$ cat src/rtl/dp_issue_ctrl.sv
`default_nettype none
// ============================================================================
// Module      : dp_issue_ctrl
// Description : Three-cycle issue/writeback controller for ARM data-processing
//               instructions. Holds R0-R15 and NZCV around an external ALU.
// Revision    : 1.0 - initial release
// ============================================================================
module dp_issue_ctrl (
    input  logic        clk,
    input  logic        rst,
    input  logic        instr_valid,
    input  logic [31:0] instr,
    output logic        instr_ready,
    output logic [31:0] alu_a,
    output logic [31:0] shift_data,
    output logic [7:0]  shift_num,
    output logic [2:0]  shift_op,
    output logic [3:0]  alu_op,
    output logic [3:0]  flags,
    input  logic [31:0] alu_f,
    input  logic [3:0]  alu_nzcv,
    output logic        done,
    output logic        executed,
    output logic        illegal,
    input  logic [3:0]  dbg_addr,
    output logic [31:0] dbg_data
);

    typedef enum logic [1:0] {
        ST_IDLE = 2'd0,
        ST_EXEC = 2'd1,
        ST_WB   = 2'd2
    } state_t;

    state_t      state_q, state_d;
    logic [31:0] instr_q, instr_d;
    logic [31:0] regs_q [16];
    logic [31:0] regs_d [16];
    logic [3:0]  flags_q, flags_d;
    logic [31:0] res_q, res_d;
    logic [3:0]  res_nzcv_q, res_nzcv_d;
    logic [31:0] alu_a_q, alu_a_d;
    logic [31:0] shift_data_q, shift_data_d;
    logic [7:0]  shift_num_q, shift_num_d;
    logic [2:0]  shift_op_q, shift_op_d;
    logic [3:0]  alu_op_q, alu_op_d;
    logic        done_q, done_d;
    logic        executed_q, executed_d;
    logic        illegal_q, illegal_d;

    logic        w_cond_pass;
    logic        w_illegal;
    logic        w_is_test;
    logic        w_n, w_z, w_c, w_v;

    assign w_n       = flags_q[3];
    assign w_z       = flags_q[2];
    assign w_c       = flags_q[1];
    assign w_v       = flags_q[0];
    assign w_illegal = (instr_q[27:26] != 2'b00);
    assign w_is_test = (instr_q[24:23] == 2'b10);

    always_comb begin
        w_cond_pass = 1'b0;
        case (instr_q[31:28])
            4'h0: w_cond_pass = w_z;
            4'h1: w_cond_pass = !w_z;
            4'h2: w_cond_pass = w_c;
            4'h3: w_cond_pass = !w_c;
            4'h4: w_cond_pass = w_n;
            4'h5: w_cond_pass = !w_n;
            4'h6: w_cond_pass = w_v;
            4'h7: w_cond_pass = !w_v;
            4'h8: w_cond_pass = w_c && !w_z;
            4'h9: w_cond_pass = !w_c || w_z;
            4'hA: w_cond_pass = (w_n == w_v);
            4'hB: w_cond_pass = (w_n != w_v);
            4'hC: w_cond_pass = !w_z && (w_n == w_v);
            4'hD: w_cond_pass = w_z || (w_n != w_v);
            4'hE: w_cond_pass = 1'b1;
            default: w_cond_pass = 1'b0;
        endcase
    end

    always_comb begin
        state_d      = state_q;
        instr_d      = instr_q;
        regs_d       = regs_q;
        flags_d      = flags_q;
        res_d        = res_q;
        res_nzcv_d   = res_nzcv_q;
        alu_a_d      = alu_a_q;
        shift_data_d = shift_data_q;
        shift_num_d  = shift_num_q;
        shift_op_d   = shift_op_q;
        alu_op_d     = alu_op_q;
        done_d       = 1'b0;
        executed_d   = 1'b0;
        illegal_d    = 1'b0;
        case (state_q)
            ST_IDLE: begin
                // Operands are latched on acceptance so they are stable for all of EXEC.
                if (instr_valid) begin
                    instr_d  = instr;
                    state_d  = ST_EXEC;
                    alu_a_d  = regs_q[instr[19:16]];
                    alu_op_d = instr[24:21];
                    if (instr[25]) begin
                        shift_data_d = {24'b0, instr[7:0]};
                        shift_num_d  = {3'b0, instr[11:8], 1'b0};
                        shift_op_d   = 3'b111;
                    end else if (!instr[4]) begin
                        shift_data_d = regs_q[instr[3:0]];
                        shift_num_d  = {3'b0, instr[11:7]};
                        shift_op_d   = {instr[6:5], 1'b0};
                    end else begin
                        shift_data_d = regs_q[instr[3:0]];
                        shift_num_d  = regs_q[instr[11:8]][7:0];
                        shift_op_d   = {instr[6:5], 1'b1};
                    end
                end
            end
            ST_EXEC: begin
                res_d      = alu_f;
                res_nzcv_d = alu_nzcv;
                done_d     = 1'b1;
                executed_d = w_cond_pass;
                illegal_d  = w_illegal;
                state_d    = ST_WB;
            end
            ST_WB: begin
                state_d = ST_IDLE;
                if (w_cond_pass && !w_illegal) begin
                    if (!w_is_test) begin
                        regs_d[instr_q[15:12]] = res_q;
                    end
                    if (instr_q[20] || w_is_test) begin
                        flags_d = res_nzcv_q;
                    end
                end
            end
            default: state_d = ST_IDLE;
        endcase
    end

    always_ff @(posedge clk) begin
        if (rst) begin
            state_q      <= ST_IDLE;
            instr_q      <= 32'd0;
            for (int i = 0; i < 16; i++) begin
                regs_q[i] <= 32'd0;
            end
            flags_q      <= 4'd0;
            res_q        <= 32'd0;
            res_nzcv_q   <= 4'd0;
            alu_a_q      <= 32'd0;
            shift_data_q <= 32'd0;
            shift_num_q  <= 8'd0;
            shift_op_q   <= 3'd0;
            alu_op_q     <= 4'd0;
            done_q       <= 1'b0;
            executed_q   <= 1'b0;
            illegal_q    <= 1'b0;
        end else begin
            state_q      <= state_d;
            instr_q      <= instr_d;
            regs_q       <= regs_d;
            flags_q      <= flags_d;
            res_q        <= res_d;
            res_nzcv_q   <= res_nzcv_d;
            alu_a_q      <= alu_a_d;
            shift_data_q <= shift_data_d;
            shift_num_q  <= shift_num_d;
            shift_op_q   <= shift_op_d;
            alu_op_q     <= alu_op_d;
            done_q       <= done_d;
            executed_q   <= executed_d;
            illegal_q    <= illegal_d;
        end
    end

    // A reset arriving during WB suppresses the retirement pulse in that same cycle.
    assign done        = done_q && !rst;
    assign executed    = executed_q && !rst;
    assign illegal     = illegal_q && !rst;
    assign instr_ready = (state_q == ST_IDLE);
    assign alu_a       = alu_a_q;
    assign shift_data  = shift_data_q;
    assign shift_num   = shift_num_q;
    assign shift_op    = shift_op_q;
    assign alu_op      = alu_op_q;
    assign flags       = flags_q;
    assign dbg_data    = regs_q[dbg_addr];

endmodule
`default_nettype wire

$ cat config.mk
export PLATFORM = sky130hd
export DESIGN_NAME = dp_issue_ctrl
export DESIGN_NICKNAME = d
export VERILOG_FILES = /design/src/rtl/dp_issue_ctrl.sv
export SDC_FILE = /design/constraint.sdc
export NUM_CORES = 2
export LEC_CHECK = 0
export CAP_MARGIN = 0
export CELL_PAD_IN_SITES_DETAIL_PLACEMENT = 1
export CELL_PAD_IN_SITES_GLOBAL_PLACEMENT = 1
export CORE_ASPECT_RATIO = 1.75
export CORE_MARGIN = 1.5
export CORE_UTILIZATION = 35
export DETAILED_ROUTE_END_ITERATION = 10
export GPL_TIMING_DRIVEN = 0
export MAX_ROUTING_LAYER = met4
export PLACE_DENSITY = 0.57
export SYNTH_ARGS = -nofsm -noshare
export SYNTH_HDL_FRONTEND = slang
export SYNTH_SLANG_ARGS = --single-unit
$ cat constraint.sdc
create_clock -name clk -period 4.3 [get_ports clk]
set_input_delay 0.86 -clock clk [delete_from_list [all_inputs] [get_ports clk]]
set_output_delay 0.86 -clock clk [all_outputs]
set_load 0.005 [all_outputs]
; ---- Word level (Yosys, flattened, before mapping)
; Index checks and enable logic that the tools add are counted.
[classes]
add_sub_neg = 0
mul = 0
n_div = 0
n_lt_le_gt_ge = 6
eq_ne = 20
shift = 0
mux = 24
n_bitwise = 7
n_reduce_logical = 23
[ops]
columns = op, count
row1 = $bmux 32 s4, 4
row2 = $bwmux 512, 1
row3 = $mux 32, 8
row4 = $demux 32 s4, 1
row5 = $mux 8, 4
row6 = $eq 4x4->1 const B, 7
row7 = $ge 5x5->1 const B, 5
row8 = $not 4->5, 5
row9 = $eq 4x3->1 const B, 4
row10 = $pmux 1 s15, 1
row11 = $eq 4x2->1 const B, 2
row12 = $logic_and 1x1->1, 7
row13 = $logic_not 1->1, 6
row14 = $reduce_and 3->1, 2
row15 = $lt 5x1->1 const B, 1
row16 = $eq 2x2->1 const B, 2
row17 = $eq 4x1->1 const B, 1
row18 = $logic_not 4->1, 1
row19 = $pmux 2 s2, 1
row20 = $logic_or 1x1->1, 3
row21 = $mux 3, 1
row22 = $eq 2x1->1 const B, 1
row23 = $logic_not 2->1, 1
row24 = $mux 1, 2
row25 = other kinds (8), 9
[totals]
reg_bits = 668
latch_bits = 0
mem_bits_rw = 0
romBits = 0
inputBits = 75
output_inout_bits = 119
word_cells = 109
n_memories = 0

; ---- Longest topological paths before layout
[depth]
ltp_word = 6
ltp_mapped = 9
depth_no_buf = 5

; ---- Least setup slack after synthesis
; Ideal clock, no wire load.
[synth_timing]
kind = input-to-output
startpoint = in dbg_addr[0]
endpoint = out dbg_data[4]
arrival_time_ns = 2.692
path_slack_ns = 0.748
cell_stages = 5
cell_sequence = clkbuf_1 -> clkbuf_1 -> clkbuf_1 -> mux4_2 -> mux4_2
[synth_between]
elab_chain_cells = 4
[synth_lines]
columns = element, line_no
row1 = start: declaration, 25  ; input logic [3:0] dbg_addr,
row2 = $not 4->5 (not written as such), 193  ; assign dbg_data = regs_q[dbg_addr];
row3 = $bmux 32 s4, 193
row4 = $mux 32 (not written as such) (2 in a row), 193
row5 = end: declaration, 26  ; output logic [31:0] dbg_data
; No other way between the ends. The select of a mux whose other input is x is not followed.

; ---- Worst setup path in the final report
[layout_timing]
startpoint = in rst
endpoint = out illegal
[layout_between]
elab_chain_cells = 2
[layout_lines]
columns = element, line_no
row1 = start: declaration, 10  ; input logic rst,
row2 = $logic_not 1->1, 185  ; assign illegal = illegal_q && !rst;
row3 = $logic_and 1x1->1, 185
row4 = end: declaration, 24  ; output logic illegal,
; No other way between the ends.

==> flow_metrics.tcl <==
set metrics [dict create \
    ant_nets 0 \
    slew_headroom_pct 3.25 \
    slowest_stage "sky130_fd_sc_hd__clkdlybuf4s50_1" \
    detail_route.first_pass.iterations 6 \
    timing.final.crit_share_pct 99.6 \
    power_switching_w 0.00382 \
    detailed_place_hpwl_um 127000 \
    fin_skew_ns 0.0295 \
    timing.critical_path.buf_inv 4 \
    vias_per_cell 6.15 \
    ys.warnings.count 0 \
    detail_route.iter0.violations 2533 \
    p_leak_nw 17.3 \
    route.detailed.drc 0 \
    post_synth_inst_count 3057 \
    endpoint_kind "output pin" \
    row_count 158 \
    clk_pin_slew_ns 0.06 \
    globalRouteTotalUtil_pct 33.3 \
    run_status "complete, no violations" \
    layout_min_cycle_time_ns 4.28 \
    rsz0062_at_grt "false" \
    max-vdd-ir-drop_v 0.000293 \
    synth_cell_types 48 \
    critical_path.top_delay_family "buffers and inverters" \
    cts-root-buf "sky130_fd_sc_hd__clkbuf_16" \
    layout.cells.non_filler 4742 \
    cts-hold-fix-buffers 0 \
    synthTopCellsByArea "sky130_fd_sc_hd__dfxtp_1 (35%), sky130_fd_sc_hd__mux4_2 (31%), sky130_fd_sc_hd__mux2i_1 (14%)" \
    io_buffers 181 \
    share_seq_of_total_power_pct 42.9 \
    postSynth.topFlopCell "sky130_fd_sc_hd__dfxtp_1" \
    core-area_mm2 0.106 \
    proportion_of_synthesized_flip_flops_having_asynchronous_set_or_reset_pct 0 \
    number_of_buffers_inserted_during_clock_tree_synthesis 72 \
    wl_um 176000 \
    maxClockFrequency_mhz 233 \
    power.density_mw_per_mm2 325 \
    avgSynthCellArea_um2 12.2 \
    initial_antenna_violation_count 11 \
    power.share.clock_pct 47.3 \
    synth.ff_latch_count 647 \
    die_area_mm2 0.109 \
    critical_path_peak_fanout 20 \
    timing.critical_path.cells "clkdlybuf4s50_1, clkbuf_4, clkbuf_1, nor2b_1, clkdlybuf4s50_1" \
    die_w_um 250 \
    critical_path.most_common_cell "sky130_fd_sc_hd__clkdlybuf4s50_1" \
    largest_net_degree_at_the_start_of_global_routing 20 \
    most-common-layout-cells "sky130_fd_sc_hd__dfxtp_1 (647), sky130_fd_sc_hd__nand2b_1 (556), sky130_fd_sc_hd__mux2i_1 (534), sky130_fd_sc_hd__mux4_2 (513), sky130_fd_sc_hd__clkbuf_1 (194)" \
    critical_path.reg2reg.startpoint "state_q[0]" \
    utilization_pct 41.0 \
    number_of_flops_mapped_to_enable_cells_by_yosys 0 \
    path_class "primary input to output pin" \
    r2r-end "alu_a[14]" \
    cts.path.max_buffers 3 \
    final-setup-viol-count 0 \
    maxCapViolations 0 \
    worstRegToRegCells 7 \
    finalHoldViolations 0 \
    hp-start "shift_data[17]" \
    synthToLayoutAreaGrowth_pct 16.3 \
    wire_length_of_the_first_global_routing_pass_um 246000 \
    synth_top_cell_area_share_pct 34.7 \
    power_switching_share_pct 27.0 \
    clock-sinks 647 \
    final-max-slew-violation-count 0 \
    dieHeight_um 435 \
    max_slew.worst_pin.slew_ns 1.45 \
    timing.hold.worst_endpoint "shift_data[17]" \
    layout-drive-gt1-share_pct 23.7 \
    routedWlPerCell_um 37.1 \
    crit_arrival_ns 3.42 \
    floorplan.initialDensity_pct 35.3 \
    cts_max_level 3 \
    timing.critical_path.from_type "primary input" \
    whs_path_depth 2 \
    finalWeightedCongestion 0.946 \
    power.combinational.fraction_pct 9.8 \
    vias_in_the_first_global_route 31300 \
    routed_vias 29200 \
    regToRegSetupSlack_ns 0.65 \
    cts_tree "built" \
    layout.nets 3386 \
    clock_insertion_delay_worst_skew_ns 0.68 \
    dpl.cell_count 4598 \
    mostFrequentLayoutCell "sky130_fd_sc_hd__dfxtp_1" \
    p_total_w 0.0141 \
    globalRouteOverflowTotal 0 \
    hp-class "flop to flop" \
    ys_seq_area_share_pct 34.7 \
    mappedNetlistNets 3132 \
    worst_path_largest_cell_delay_ns 0.79 \
    top_level_ports 194 \
    synth_area_mm2 0.0374 \
    worstPathRequired_ns 3.44 \
    internal-power_w 0.0103 \
    yosys.area.top_type "sky130_fd_sc_hd__dfxtp_1" \
]
metal layers:
layer | routed length, um | track usage [%]
met5 | 0 | -
met4 | 15300 | 24.4
met3 | 10300 | 5.16
met2 | 88400 | 56.3
met1 | 61800 | 35.2
power by group through the flow:
| stage | Combinational, W | Clock (W) | Sequential [W] |
|---|---|---|---|
| after floorplan | 0.000692 | 0 | 0.00619 |
| after global placement | 0.00136 | 0 | 0.00619 |
| after detailed placement | 0.00137 | 0 | 0.00619 |
| after CTS | 0.00138 | 0.00676 | 0.00606 |
| after global routing | 0.00141 | 0.00698 | 0.00606 |
| final | 0.00139 | 0.00667 | 0.00606 |
cells by family after synthesis:
family | count (synthesis) | share of synthesized area (%)
xor gates and xnor gates | 1 | 0.0235
DFF | 647 | 34.7
and+or+nand+nor | 830 | 12.5
AOI/OAI and AO/OA | 161 | 2.76
muxes | 1052 | 45.4
buffers and inverters | 366 | 4.69
Yosys cell counts, types with 2 or more instances:
cell type,instances
sky130_fd_sc_hd__nand2b_1,556
sky130_fd_sc_hd__a2111oi_0,3
sky130_fd_sc_hd__o21ai_0,29
sky130_fd_sc_hd__mux4_2,513
sky130_fd_sc_hd__nand2_1,193
sky130_fd_sc_hd__nor4_1,2
sky130_fd_sc_hd__nor4b_1,2
sky130_fd_sc_hd__dfxtp_1,647
sky130_fd_sc_hd__nor2_1,34
sky130_fd_sc_hd__and2_1,3
sky130_fd_sc_hd__mux2_2,5
sky130_fd_sc_hd__nor2b_1,11
sky130_fd_sc_hd__a211oi_1,8
sky130_fd_sc_hd__nor3_1,11
sky130_fd_sc_hd__buf_1,29
sky130_fd_sc_hd__a21oi_1,89
sky130_fd_sc_hd__o211a_1,3
sky130_fd_sc_hd__and3_1,3
sky130_fd_sc_hd__buf_2,69
sky130_fd_sc_hd__inv_1,24
sky130_fd_sc_hd__buf_4,4
sky130_fd_sc_hd__mux2i_1,534
sky130_fd_sc_hd__a32oi_1,2
sky130_fd_sc_hd__nand3b_1,4
sky130_fd_sc_hd__a31oi_1,3
sky130_fd_sc_hd__a22oi_1,3
sky130_fd_sc_hd__o21ai_2,6
sky130_fd_sc_hd__buf_6,37
sky130_fd_sc_hd__clkbuf_1,203
sky130_fd_sc_hd__o21ai_4,9
metrics by stage:
stage | hold WS, ns | setup WS, ns | TNS [ns] | instance area (um^2)
finish | 0.456 | 0.0158 | 0 | 43500
global route | 0.485 | 0.0149 | 0 | 43400
CTS | 0.457 | 0.0104 | 0 | 43400
detailed placement | 0.446 | -1.44 | -123.96 | 40900
global placement | 0.435 | -1.29 | -116.41 | 40900
floorplan | 0.433 | 0.748 | 0 | 37400
cell type report:
type | count | area [um^2]
antenna | 15 | 37.5
buffer | 341 | 1780
clock buffer | 100 | 2080
clock inverter | 30 | 354
fill | 11300 | 62500
inverter | 24 | 90.1
multi-input combinational | 2044 | 22600
sequential | 647 | 13000
tap | 1360 | 1700
timing repair buffer | 181 | 1810
how the worst max path moves through the flow:
stage                            from  cells past startpoint            to  slack, ns
after global placement    dbg_addr[0]                      6  dbg_data[13]      -1.29
after CTS                 dbg_addr[3]                      4   dbg_data[1]       0.01
after detailed placement  dbg_addr[0]                      6  dbg_data[13]      -1.44
after floorplan           dbg_addr[0]                      5   dbg_data[4]       0.75
after global routing              rst                      5      executed       0.01
final                             rst                      5       illegal       0.02
timing repair:
action	CTS	global route
buffers inserted	0	0
endpoints found under the setup margin	104	4
gates resized for setup	63	8
sequential cells by signal (all words and copies together), names as in the netlist:
name        flops
done_q          1
regs_q        512
instr_q        15
state_q         2
res_q          32
shift_num       8
flags           4
res_nzcv_q      4
illegal_q       1
executed_q      1
alu_a          32
shift_op        3
shift_data     32
tightest hold or removal path: cells and delay by family, from the launching register on:
family | cells | cell delay [ns]
simple gates | 1 | 0.04
compound gates | 1 | 0.06
flops | 1 | 0.32
(Power assumes the default switching activity.)
